--- config.mk ---
export PLATFORM = sky130hd
export DESIGN_NAME = muldiv_unit
export DESIGN_NICKNAME = d
export VERILOG_FILES = /design/src/rtl/muldiv_pkg.sv /design/src/rtl/muldiv_unit_div_core.sv /design/src/rtl/muldiv_unit.sv
export SDC_FILE = /design/constraint.sdc
export NUM_CORES = 2
export LEC_CHECK = 0
export CAP_MARGIN = 25
export CORE_ASPECT_RATIO = 0.7
export CORE_MARGIN = 3
export CORE_UTILIZATION = 45
export DETAILED_ROUTE_END_ITERATION = 10
export GPL_ROUTABILITY_DRIVEN = 1
export PLACE_DENSITY = 0.6
export SYNTH_ARGS = -nofsm -noshare
export SYNTH_HDL_FRONTEND = slang
export SYNTH_SLANG_ARGS = --single-unit
--- constraint.sdc ---
create_clock -name clk -period 10 [get_ports clk]
set_input_delay 1 -clock clk [delete_from_list [all_inputs] [get_ports clk]]
set_output_delay 1 -clock clk [all_outputs]
set_load 0.05 [all_outputs]
--- src/rtl/muldiv_pkg.sv ---
// Shared definitions for the RV32M multiply/divide unit: funct3 encodings,
// FSM state type and the default datapath width.
package muldiv_pkg;

    localparam logic [2:0] F3_MUL    = 3'b000;
    localparam logic [2:0] F3_MULH   = 3'b001;
    localparam logic [2:0] F3_MULHSU = 3'b010;
    localparam logic [2:0] F3_MULHU  = 3'b011;
    localparam logic [2:0] F3_DIV    = 3'b100;
    localparam logic [2:0] F3_DIVU   = 3'b101;
    localparam logic [2:0] F3_REM    = 3'b110;
    localparam logic [2:0] F3_REMU   = 3'b111;

    localparam int MD_XLEN   = 32;
    localparam int DIV_ITERS = MD_XLEN;

    typedef enum logic [2:0] {
        ST_IDLE = 3'd0,
        ST_MUL  = 3'd1,
        ST_DIV  = 3'd2,
        ST_FIX  = 3'd3,
        ST_DONE = 3'd4
    } state_e;

    function automatic logic is_busy_state(input state_e s);
        return (s == ST_MUL) || (s == ST_DIV) || (s == ST_FIX);
    endfunction

endpackage

--- src/rtl/muldiv_unit_div_core.sv ---
// Iterative restoring divider on unsigned magnitudes: one quotient bit per step.
module div_core #(
    parameter int W = 32
) (
    input  logic         clk,
    input  logic         rst,
    input  logic         load,
    input  logic         step,
    input  logic [W-1:0] dividend,
    input  logic [W-1:0] divisor,
    output logic [W-1:0] quo,
    output logic [W-1:0] rem
);
    logic [W-1:0] rem_q, rem_d, quo_q, quo_d, dvs_q, dvs_d;
    logic [W:0]   rem_sh_s;
    logic [W+1:0] diff_s;
    logic         borrow_s;

    // Shift {rem, quo} left by one; the extra bit keeps the trial subtract exact.
    assign rem_sh_s = {rem_q, quo_q[W-1]};
    assign diff_s   = {1'b0, rem_sh_s} - {2'b00, dvs_q};
    assign borrow_s = diff_s[W+1];

    // Next-state for the divider registers: load, iterate, or hold.
    always_comb begin
        rem_d = rem_q;
        quo_d = quo_q;
        dvs_d = dvs_q;
        if (load) begin
            rem_d = {W{1'b0}};
            quo_d = dividend;
            dvs_d = divisor;
        end else if (step) begin
            rem_d = borrow_s ? rem_sh_s[W-1:0] : diff_s[W-1:0];
            quo_d = {quo_q[W-2:0], ~borrow_s};
        end else begin
            rem_d = rem_q;
        end
    end

    // Divider state registers.
    always_ff @(posedge clk) begin
        if (rst) begin
            rem_q <= {W{1'b0}};
            quo_q <= {W{1'b0}};
            dvs_q <= {W{1'b0}};
        end else begin
            rem_q <= rem_d;
            quo_q <= quo_d;
            dvs_q <= dvs_d;
        end
    end

    assign quo = quo_q;
    assign rem = rem_q;

endmodule

--- src/rtl/muldiv_unit.sv ---
// RV32M multi-cycle multiply/divide executor: FSM, sign handling, multiplier
// and result selection around the iterative divider core.
module muldiv_unit
    import muldiv_pkg::*;
#(
    parameter int XLEN = MD_XLEN
) (
    input  logic            clk,
    input  logic            rst,
    input  logic            start,
    input  logic [2:0]      funct3,
    input  logic [XLEN-1:0] rs1,
    input  logic [XLEN-1:0] rs2,
    input  logic            kill,
    output logic            busy,
    output logic            done,
    output logic [XLEN-1:0] result
);
    localparam logic [5:0]      LAST_ITER = 6'(XLEN - 1);
    localparam logic [XLEN-1:0] ALL_ONES  = {XLEN{1'b1}};
    localparam logic [XLEN-1:0] MIN_NEG   = {1'b1, {(XLEN-1){1'b0}}};

    state_e          state_q, state_d;
    logic [2:0]      funct3_q, funct3_d;
    logic [XLEN-1:0] a_q, a_d, b_q, b_d, result_q, result_d;
    logic            q_neg_q, q_neg_d, r_neg_q, r_neg_d;
    logic            busy_q, busy_d, done_q, done_d;
    logic [5:0]      cnt_q, cnt_d;

    logic            accept_s, signed_div_s, div_load_s, div_step_s;
    logic            div_zero_s, div_ovf_s;
    logic [XLEN-1:0] rs1_mag_s, rs2_mag_s, quo_s, rem_s;
    logic [XLEN-1:0] quo_fix_s, rem_fix_s, mul_res_s, spec_res_s;
    logic [2*XLEN-1:0] mul_a_s, mul_b_s, prod_s;

    assign accept_s     = start && ((state_q == ST_IDLE) || (state_q == ST_DONE));
    assign signed_div_s = funct3[2] && !funct3[0];
    assign rs1_mag_s    = (signed_div_s && rs1[XLEN-1]) ? -rs1 : rs1;
    assign rs2_mag_s    = (signed_div_s && rs2[XLEN-1]) ? -rs2 : rs2;

    // Extending to the full product width keeps the low 2*XLEN bits exact for every sign mix.
    assign mul_a_s   = {{XLEN{((funct3_q == F3_MULH) || (funct3_q == F3_MULHSU)) && a_q[XLEN-1]}}, a_q};
    assign mul_b_s   = {{XLEN{(funct3_q == F3_MULH) && b_q[XLEN-1]}}, b_q};
    assign prod_s    = mul_a_s * mul_b_s;
    assign mul_res_s = (funct3_q == F3_MUL) ? prod_s[XLEN-1:0] : prod_s[2*XLEN-1:XLEN];

    assign div_zero_s = (b_q == {XLEN{1'b0}});
    assign div_ovf_s  = !funct3_q[0] && (a_q == MIN_NEG) && (b_q == ALL_ONES);
    assign spec_res_s = div_zero_s ? (funct3_q[1] ? a_q : ALL_ONES)
                                   : (funct3_q[1] ? {XLEN{1'b0}} : MIN_NEG);
    assign quo_fix_s  = q_neg_q ? -quo_s : quo_s;
    assign rem_fix_s  = r_neg_q ? -rem_s : rem_s;

    div_core #(.W(XLEN)) u_div_core (
        .clk      (clk),
        .rst      (rst),
        .load     (div_load_s),
        .step     (div_step_s),
        .dividend (rs1_mag_s),
        .divisor  (rs2_mag_s),
        .quo      (quo_s),
        .rem      (rem_s)
    );

    // Next-state, operand capture and result selection; kill overrides everything.
    always_comb begin
        state_d    = state_q;
        funct3_d   = funct3_q;
        a_d        = a_q;
        b_d        = b_q;
        q_neg_d    = q_neg_q;
        r_neg_d    = r_neg_q;
        cnt_d      = cnt_q;
        result_d   = result_q;
        div_load_s = 1'b0;
        div_step_s = 1'b0;
        case (state_q)
            ST_IDLE, ST_DONE: begin
                if (accept_s) begin
                    funct3_d   = funct3;
                    a_d        = rs1;
                    b_d        = rs2;
                    q_neg_d    = signed_div_s && (rs1[XLEN-1] ^ rs2[XLEN-1]);
                    r_neg_d    = signed_div_s && rs1[XLEN-1];
                    cnt_d      = 6'd0;
                    div_load_s = funct3[2];
                    state_d    = funct3[2] ? ST_DIV : ST_MUL;
                end else begin
                    state_d = ST_IDLE;
                end
            end
            ST_MUL: begin
                result_d = mul_res_s;
                state_d  = ST_DONE;
            end
            ST_DIV: begin
                if (div_zero_s || div_ovf_s) begin
                    result_d = spec_res_s;
                    state_d  = ST_DONE;
                end else begin
                    div_step_s = 1'b1;
                    cnt_d      = cnt_q + 6'd1;
                    state_d    = (cnt_q == LAST_ITER) ? ST_FIX : ST_DIV;
                end
            end
            ST_FIX: begin
                result_d = funct3_q[1] ? rem_fix_s : quo_fix_s;
                state_d  = ST_DONE;
            end
            default: begin
                state_d = ST_IDLE;
            end
        endcase
        if (kill) begin
            state_d    = ST_IDLE;
            cnt_d      = 6'd0;
            result_d   = result_q;
            div_load_s = 1'b0;
            div_step_s = 1'b0;
        end else begin
            cnt_d = cnt_d;
        end
        busy_d = is_busy_state(state_d);
        done_d = (state_d == ST_DONE);
    end

    // Control and datapath registers.
    always_ff @(posedge clk) begin
        if (rst) begin
            state_q  <= ST_IDLE;
            funct3_q <= 3'b000;
            a_q      <= {XLEN{1'b0}};
            b_q      <= {XLEN{1'b0}};
            q_neg_q  <= 1'b0;
            r_neg_q  <= 1'b0;
            cnt_q    <= 6'd0;
            result_q <= {XLEN{1'b0}};
            busy_q   <= 1'b0;
            done_q   <= 1'b0;
        end else begin
            state_q  <= state_d;
            funct3_q <= funct3_d;
            a_q      <= a_d;
            b_q      <= b_d;
            q_neg_q  <= q_neg_d;
            r_neg_q  <= r_neg_d;
            cnt_q    <= cnt_d;
            result_q <= result_d;
            busy_q   <= busy_d;
            done_q   <= done_d;
        end
    end

    assign busy   = busy_q;
    assign done   = done_q;
    assign result = result_q;

endmodule

After elaboration in Yosys (flattened, before gate mapping)
Cells that the tools add are included.
Storage, ports and cells
  register bits after elaboration: 208
  latch bits: 0
  memory bits (writable): 0
  bits in read-only memories: 0
  memories kept: 0
Cells by class
  add/subtract/negate cells: 6
  multipliers: 1
  divide/modulo/power cells: 0
  magnitude comparators: 0
  eq/ne operators: 16
  shifts and indexed selects: 0
  multiplexer cells: 29
  bitwise operators: 3
  reductions and logical operators: 29
Operator list (number)
  $mux 32: 13
  $neg 32->32: 4
  $pmux 32 s3: 1
  $eq 32x32->1 const B: 2
  $mul 33x33->64: 1
  $sub 33x32->34: 1
  $logic_not 32->1: 1
  $eq 3x2->1 const B: 5
  $mux 6: 2
  $pmux 6 s2: 1
  $eq 3x1->1 const B: 3
  $logic_and 1x1->1: 9
  $pmux 3 s3: 1
  $reduce_or 2->1: 4
  $mux 1: 7
  $add 6x1->6 const B: 1
  $eq 3x3->1 const B: 2
  $eq 6x5->1 const B: 1
  $logic_not 3->1: 2
  $mux 3: 2
  $ne 2x2->1 const B: 3
  $reduce_and 3->1: 2
  $logic_or 1x1->1: 5
  $mux 2: 2
  6 further kinds: 9

Longest topological paths before layout
  depth after elaboration: 10
  gate-level depth with buffers: 32
  depth with buffers taken out: 29

Hierarchy
A second synthesis with hierarchy kept.
Second synthesis, totals
  cells, all modules: 6164
  area total of the unflattened synthesis: 52082.5 um2
Modules (own cells, without submodules)
  muldiv_unit: times used 1, cells an instance 5437, area an instance 46118.0 um2, seq. area each 2242.2 um2
  div_core: times used 1, cells an instance 727, area an instance 5964.5 um2, seq. area each 1921.8 um2

Worst setup path before layout
Ideal clock, no wire load.
  path type: register to register
  start: register funct3_q[0]
  end: register result_q[25], in the netlist result[25]
  library setup time: 0.086 ns
  arrival: 8.180 ns
  required time: 9.914 ns
  path slack: 1.734 ns
  stages on the path, launching flop included: 29
  period minus slack after synthesis: 8.266 ns
  cell sequence: dfxtp_1 clkbuf_1 xnor2_1 nor3_1 clkbuf_1 nand2_1 fa_1 fa_1 inv_1 fa_1 inv_1 fa_1 inv_1 fa_1 fa_1 fa_1 inv_1 fa_1 inv_1 ha_1 clkbuf_1 nand2_1 nor2_1 a41oi_1 and2_1 a2111oi_0 or3_1 nand3_1 a211oi_1
On the way
  longest elaborated chain between the ends: 6
  elaborated cells on any way between the ends: 15
  classes of those cells: 1 x mul; 3 x eq/ne; 2 x mux; 9 x reduce/logical
RTL lines
  from (decl): line muldiv_unit.sv:24  | logic [2:0] funct3_q, funct3_d;
  from (signal assigned): line muldiv_unit.sv:142  | funct3_q <= funct3_d;
  $eq 3x1->1, or another cell as far along: line muldiv_unit.sv:42, muldiv_unit.sv:43
  $logic_or 1x1->1 / $logic_and 1x1->1 (equally long branches): line muldiv_unit.sv:42, muldiv_unit.sv:48
  $logic_and 1x1->1 (on tied branches): line muldiv_unit.sv:42, muldiv_unit.sv:48
  $mul 33x33->64 / $logic_or 1x1->1 (equally long branches): line muldiv_unit.sv:44, muldiv_unit.sv:97
  $mux 32 / $ne 2x2->1 (equally long branches)
  $pmux 32 s3 / $reduce_and 3->1 (equally long branches)
  to (signal assigned): line muldiv_unit.sv:137  | result_q <= {XLEN{1'b0}};
  to (signal assigned): line muldiv_unit.sv:148  | result_q <= result_d;
  to (decl): line muldiv_unit.sv:25  | logic [XLEN-1:0] a_q, a_d, b_q, b_d, result_q, result_d;
Several ways; a longest one is shown, not always the timed one.
A chain may end at the register's enable or synchronous reset.

Worst setup path in the final report
  start: register b_q[7]
  end: register result_q[16], in the netlist result[16]
On the way
  longest elaborated chain between the ends: 5
  elaborated cells on any way between the ends: 11
  classes of those cells: 1 x mul; 2 x eq/ne; 4 x mux; 4 x reduce/logical
RTL lines
  from (decl): line muldiv_unit.sv:25
  from (signal assigned): line muldiv_unit.sv:133  | b_q <= {XLEN{1'b0}};
  branches (longest 5 deep; another with $mul 33x33->64)
Parallel ways; which one is timed is not known. The select of a mux whose other input is x is not followed.

==> flow_metrics.py <==
metrics = {
    "status": {
        "status": "finished clean",
    },
    "timing": {
        "slew_headroom_pct": 29.2,
        "rsz0062_at_grt": "no",
        "period_needed_ps": 9180,
        "hold_slack_ps": 458,
        "finClkSkew_ps": 48.1,
        "hold_violations": 0,
        "worstMarginPinSlew_ps": 1060,
        "slew_viol_final": 0,
        "period_share_pct": 91.8,
        "timing.final.ws_setup_ps": 822,
        "setup_viol": 0,
        "finalSetupTns_ps": 0,
        "max_freq_ghz": 0.109,
    },
    "clocking": {
        "cts.hold.buffers_added": 0,
        "clkSlewWorstSetupHoldPaths_ps": 100,
        "worstSkewPairLatency_ps": 580,
        "post_cts_resized": 0,
        "cts-htree-levels": 1,
        "cts.sinks": 208,
        "clockBufferDepth": 3,
        "cts_tree": "built",
        "clk_root_buffer_cell": "clkbuf_16",
        "cts_buffers": 23,
        "postCtsSetupRepairBufs": 0,
    },
    "critical_path": {
        "critPathCaptureType": "flip-flop",
        "cp_max_fo": 20,
        "cpLargestDelayFamily": "adder cells",
        "slowest_delay_ps": 950,
        "start_kind": "flip-flop",
        "crit_buf_inv": 4,
        "critPathRequiredTime_ps": 10470,
        "crit_type": "flip-flop to flip-flop",
        "slowest_stage": "dfxtp_1",
        "critPathArrivalTime_ps": 9650,
        "path_cells": "buf_4, nand2_1, fa_1, inv_1, fa_1, fa_1, fa_1, inv_1, fa_1, fa_1, inv_1, fa_1, fa_1, ha_1, a21o_1, a211oi_1, o21bai_1, a2111oi_0, a21oi_1, a21oi_1, o21ai_0, xor2_1, a22oi_1, a211oi_1",
        "crit_top_cell": "fa_1",
    },
    "logic_synthesis": {
        "syn-num-nets": 7577,
        "synth_edf_count": 0,
        "synthSimpleGateAreaFrac_pct": 16.8,
        "syn_avg_cell_area_um2": 8.46,
        "ys_seq_elements": 208,
        "synth-main-ff-cell": "dfxtp_1",
        "synthCells": 6131,
        "synth_area_mm2": 0.0518,
        "synth_cell_type_count": 89,
        "yosysSeqAreaShare_pct": 8.03,
        "yosys.area_share.adder_pct": 49.5,
        "synth_top_area_share_pct": 43.5,
        "yosysWarnings": 0,
        "synth_top_family_by_area": "adder cells",
        "muxShareOfSynthArea_pct": 0.956,
        "synth.top_cells.by_area": "fa_1 43%, inv_1 8.9%, dfxtp_1 8.0%",
        "synth_top_area_cell": "fa_1",
        "synth_xor_area_share_pct": 3.34,
        "async_flop_share_pct": 0,
        "synth-compound-area-share_pct": 9.43,
    },
    "grt": {
        "grt_pass1_vias": 42448,
        "grt_max_degree": 104,
        "grt_antenna_before_repair": 7,
        "grt_use_total_pct": 28.2,
        "grt_pass1_wl_um": 261000,
        "overflow": 0,
    },
    "flow_run": {
        "max_cap_viol_count": 0,
    },
    "route": {
        "drt_wl_total_um": 166000,
        "first_pass_iters": 6,
        "drc": 0,
        "drtIter0Drc": 4307,
        "num_vias": 41885,
        "ant_nets": 0,
        "via_per_inst": 5.56,
        "wl_per_cell_um": 22.1,
    },
    "power": {
        "p_per_area_mw_per_mm2": 81.5,
        "ir_worst_vdd_uv": 100,
        "leakage_nw": 24.9,
    },
    "placement": {
        "globalplace.congestion": 1.00,
        "dp.cells": 7484,
        "dp_hpwl_um": 135000,
        "portBuffers": 104,
        "dpl_worst_slack_ps": 990,
    },
    "min_path": {
        "hp-class": "flip-flop to flip-flop",
    },
    "die": {
        "dieArea_mm2": 0.119,
        "die_y_um": 290,
        "die_x_um": 412,
        "initial_utilization_pct": 45.7,
        "rows": 103,
        "ioPinCount": 105,
        "core-area_mm2": 0.114,
    },
    "finish": {
        "syn_to_final_growth_pct": 6.51,
        "stdcell_count": 7529,
        "drive_gt1_share_pct": 3.71,
        "nets": 7436,
    },
}
logic make-up (layout without fill, tap and decap cells):
group	Yosys count	in the layout
buffers and inverters	1635	1508
multiplexers	49	49
flip-flops	208	208
AND/OR/NAND/NOR	1899	1899
adder cells (fa/ha/maj)	1375	1375
AO/OA/AOI/OAI	767	767
XOR/XNOR	198	198
other	0	3
synthesized netlist by cell type (15+ instances only):
cell type  number
a211oi_1       76
a21o_1         49
a21oi_1       273
a31oi_1        18
and2_1        324
and3_1         18
clkbuf_1      383
dfxtp_1       208
fa_1         1126
ha_1          249
inv_1        1234
mux2i_1        45
nand2_1      1027
nand2b_1       24
nand3_1        50
nand4_1        31
nor2_1        231
nor3_1         61
nor4_1         33
o21ai_0       135
o31ai_1        29
o41ai_1        15
or2_2          15
or3_1          17
xnor2_1       131
xor2_1         67
layout make-up:
class,count,area (µm²)
Multi-Input combinational cell,4288,41500
Antenna cell,3,7.51
Clock inverter,14,141
Clock buffer,25,603
Timing Repair Buffer,235,2240
Sequential cell,208,4170
Tap cell,1522,1900
Inverter,1234,4630
Fill cell,11053,58300
placed cells by master (no fill, tap or decap), types with 8 or more instances in the layout:
cell type / netlist / routed
inv_1: 1234 / 1234
fa_1: 1126 / 1126
nand2_1: 1027 / 1026
and2_1: 324 / 323
a21oi_1: 273 / 273
ha_1: 249 / 249
nor2_1: 231 / 228
dfxtp_1: 208 / 206
o21ai_0: 135 / 135
xnor2_1: 131 / 131
buf_4: 2 / 118
clkdlybuf4s50_1: 0 / 103
a211oi_1: 76 / 76
xor2_1: 67 / 67
nor3_1: 61 / 58
nand3_1: 50 / 50
a21o_1: 49 / 49
mux2i_1: 45 / 45
nor4_1: 33 / 33
nand4_1: 31 / 31
o31ai_1: 29 / 29
nand2b_1: 24 / 24
clkbuf_16: 0 / 23
and3_1: 18 / 18
a31oi_1: 18 / 18
or3_1: 17 / 17
or2_2: 15 / 16
o41ai_1: 15 / 15
nor2b_1: 14 / 14
o21a_1: 14 / 14
o21bai_1: 14 / 14
o211ai_1: 14 / 14
o21ai_1: 13 / 13
a221oi_1: 13 / 13
or4_1: 12 / 12
a311oi_1: 10 / 10
o2111ai_1: 9 / 9
buf_16: 0 / 9
a2111oi_0: 8 / 8
state kept, by name, summed over array words and instances (netlist names), 3 cells and up:
register / count
b_q: 32
u_div_core.quo: 32
u_div_core.rem: 32
result: 32
u_div_core.dvs_q: 32
state_q: 3
cnt_q: 6
funct3_q: 3
a_q: 32
metal layers:
layer,track usage (%),wire length (µm),vias to the layer above
met5,0,14,-
met4,5.49,3860,2
met3,5.61,16500,201
met2,40.2,69300,1820
met1,44.3,76400,21484
li1,-,-,18378
per-stage QoR:
stage | instance area, µm² | power, mW | utilization, %
2_1_floorplan | 51800 | 2.62 | -
3_3_place_gp | 54200 | 3.50 | 47.7
6_report | 55200 | 4.50 | 48.6
5_1_grt | 55200 | 4.80 | 48.6
3_5_place_dp | 54400 | 3.53 | 47.9
4_1_cts | 55100 | 4.45 | 48.6
power by group:
part | leakage (nW) | internal [mW] | switching [mW] | total, mW
sequential | 1.70 | 0.865 | 0.0830 | 0.948
clock | 0.372 | 0.491 | 0.434 | 0.925
combinational | 22.9 | 0.909 | 1.72 | 2.63
tightest hold or removal path, stage by stage, from the launching register on:
cell and delay (ps):
dfxtp_1 310, nand2_1 50, a21oi_1 50
worst paths after layout:
check / from / to / slack (ps) / depth (start not counted)
hold / removal: q_neg_q$_SDFFE_PP0P_ / q_neg_q$_SDFFE_PP0P_ / 460 / 2
setup / recovery: b_q[7]$_SDFFE_PP0P_ / result[16]$_SDFFE_PP0P_ / 820 / 24
setup reg to reg: b_q[7]$_SDFFE_PP0P_ / result[16]$_SDFFE_PP0P_ / 820 / 24
hold reg to reg: q_neg_q$_SDFFE_PP0P_ / q_neg_q$_SDFFE_PP0P_ / 460 / 2
Power figures use the tool's default switching activity.
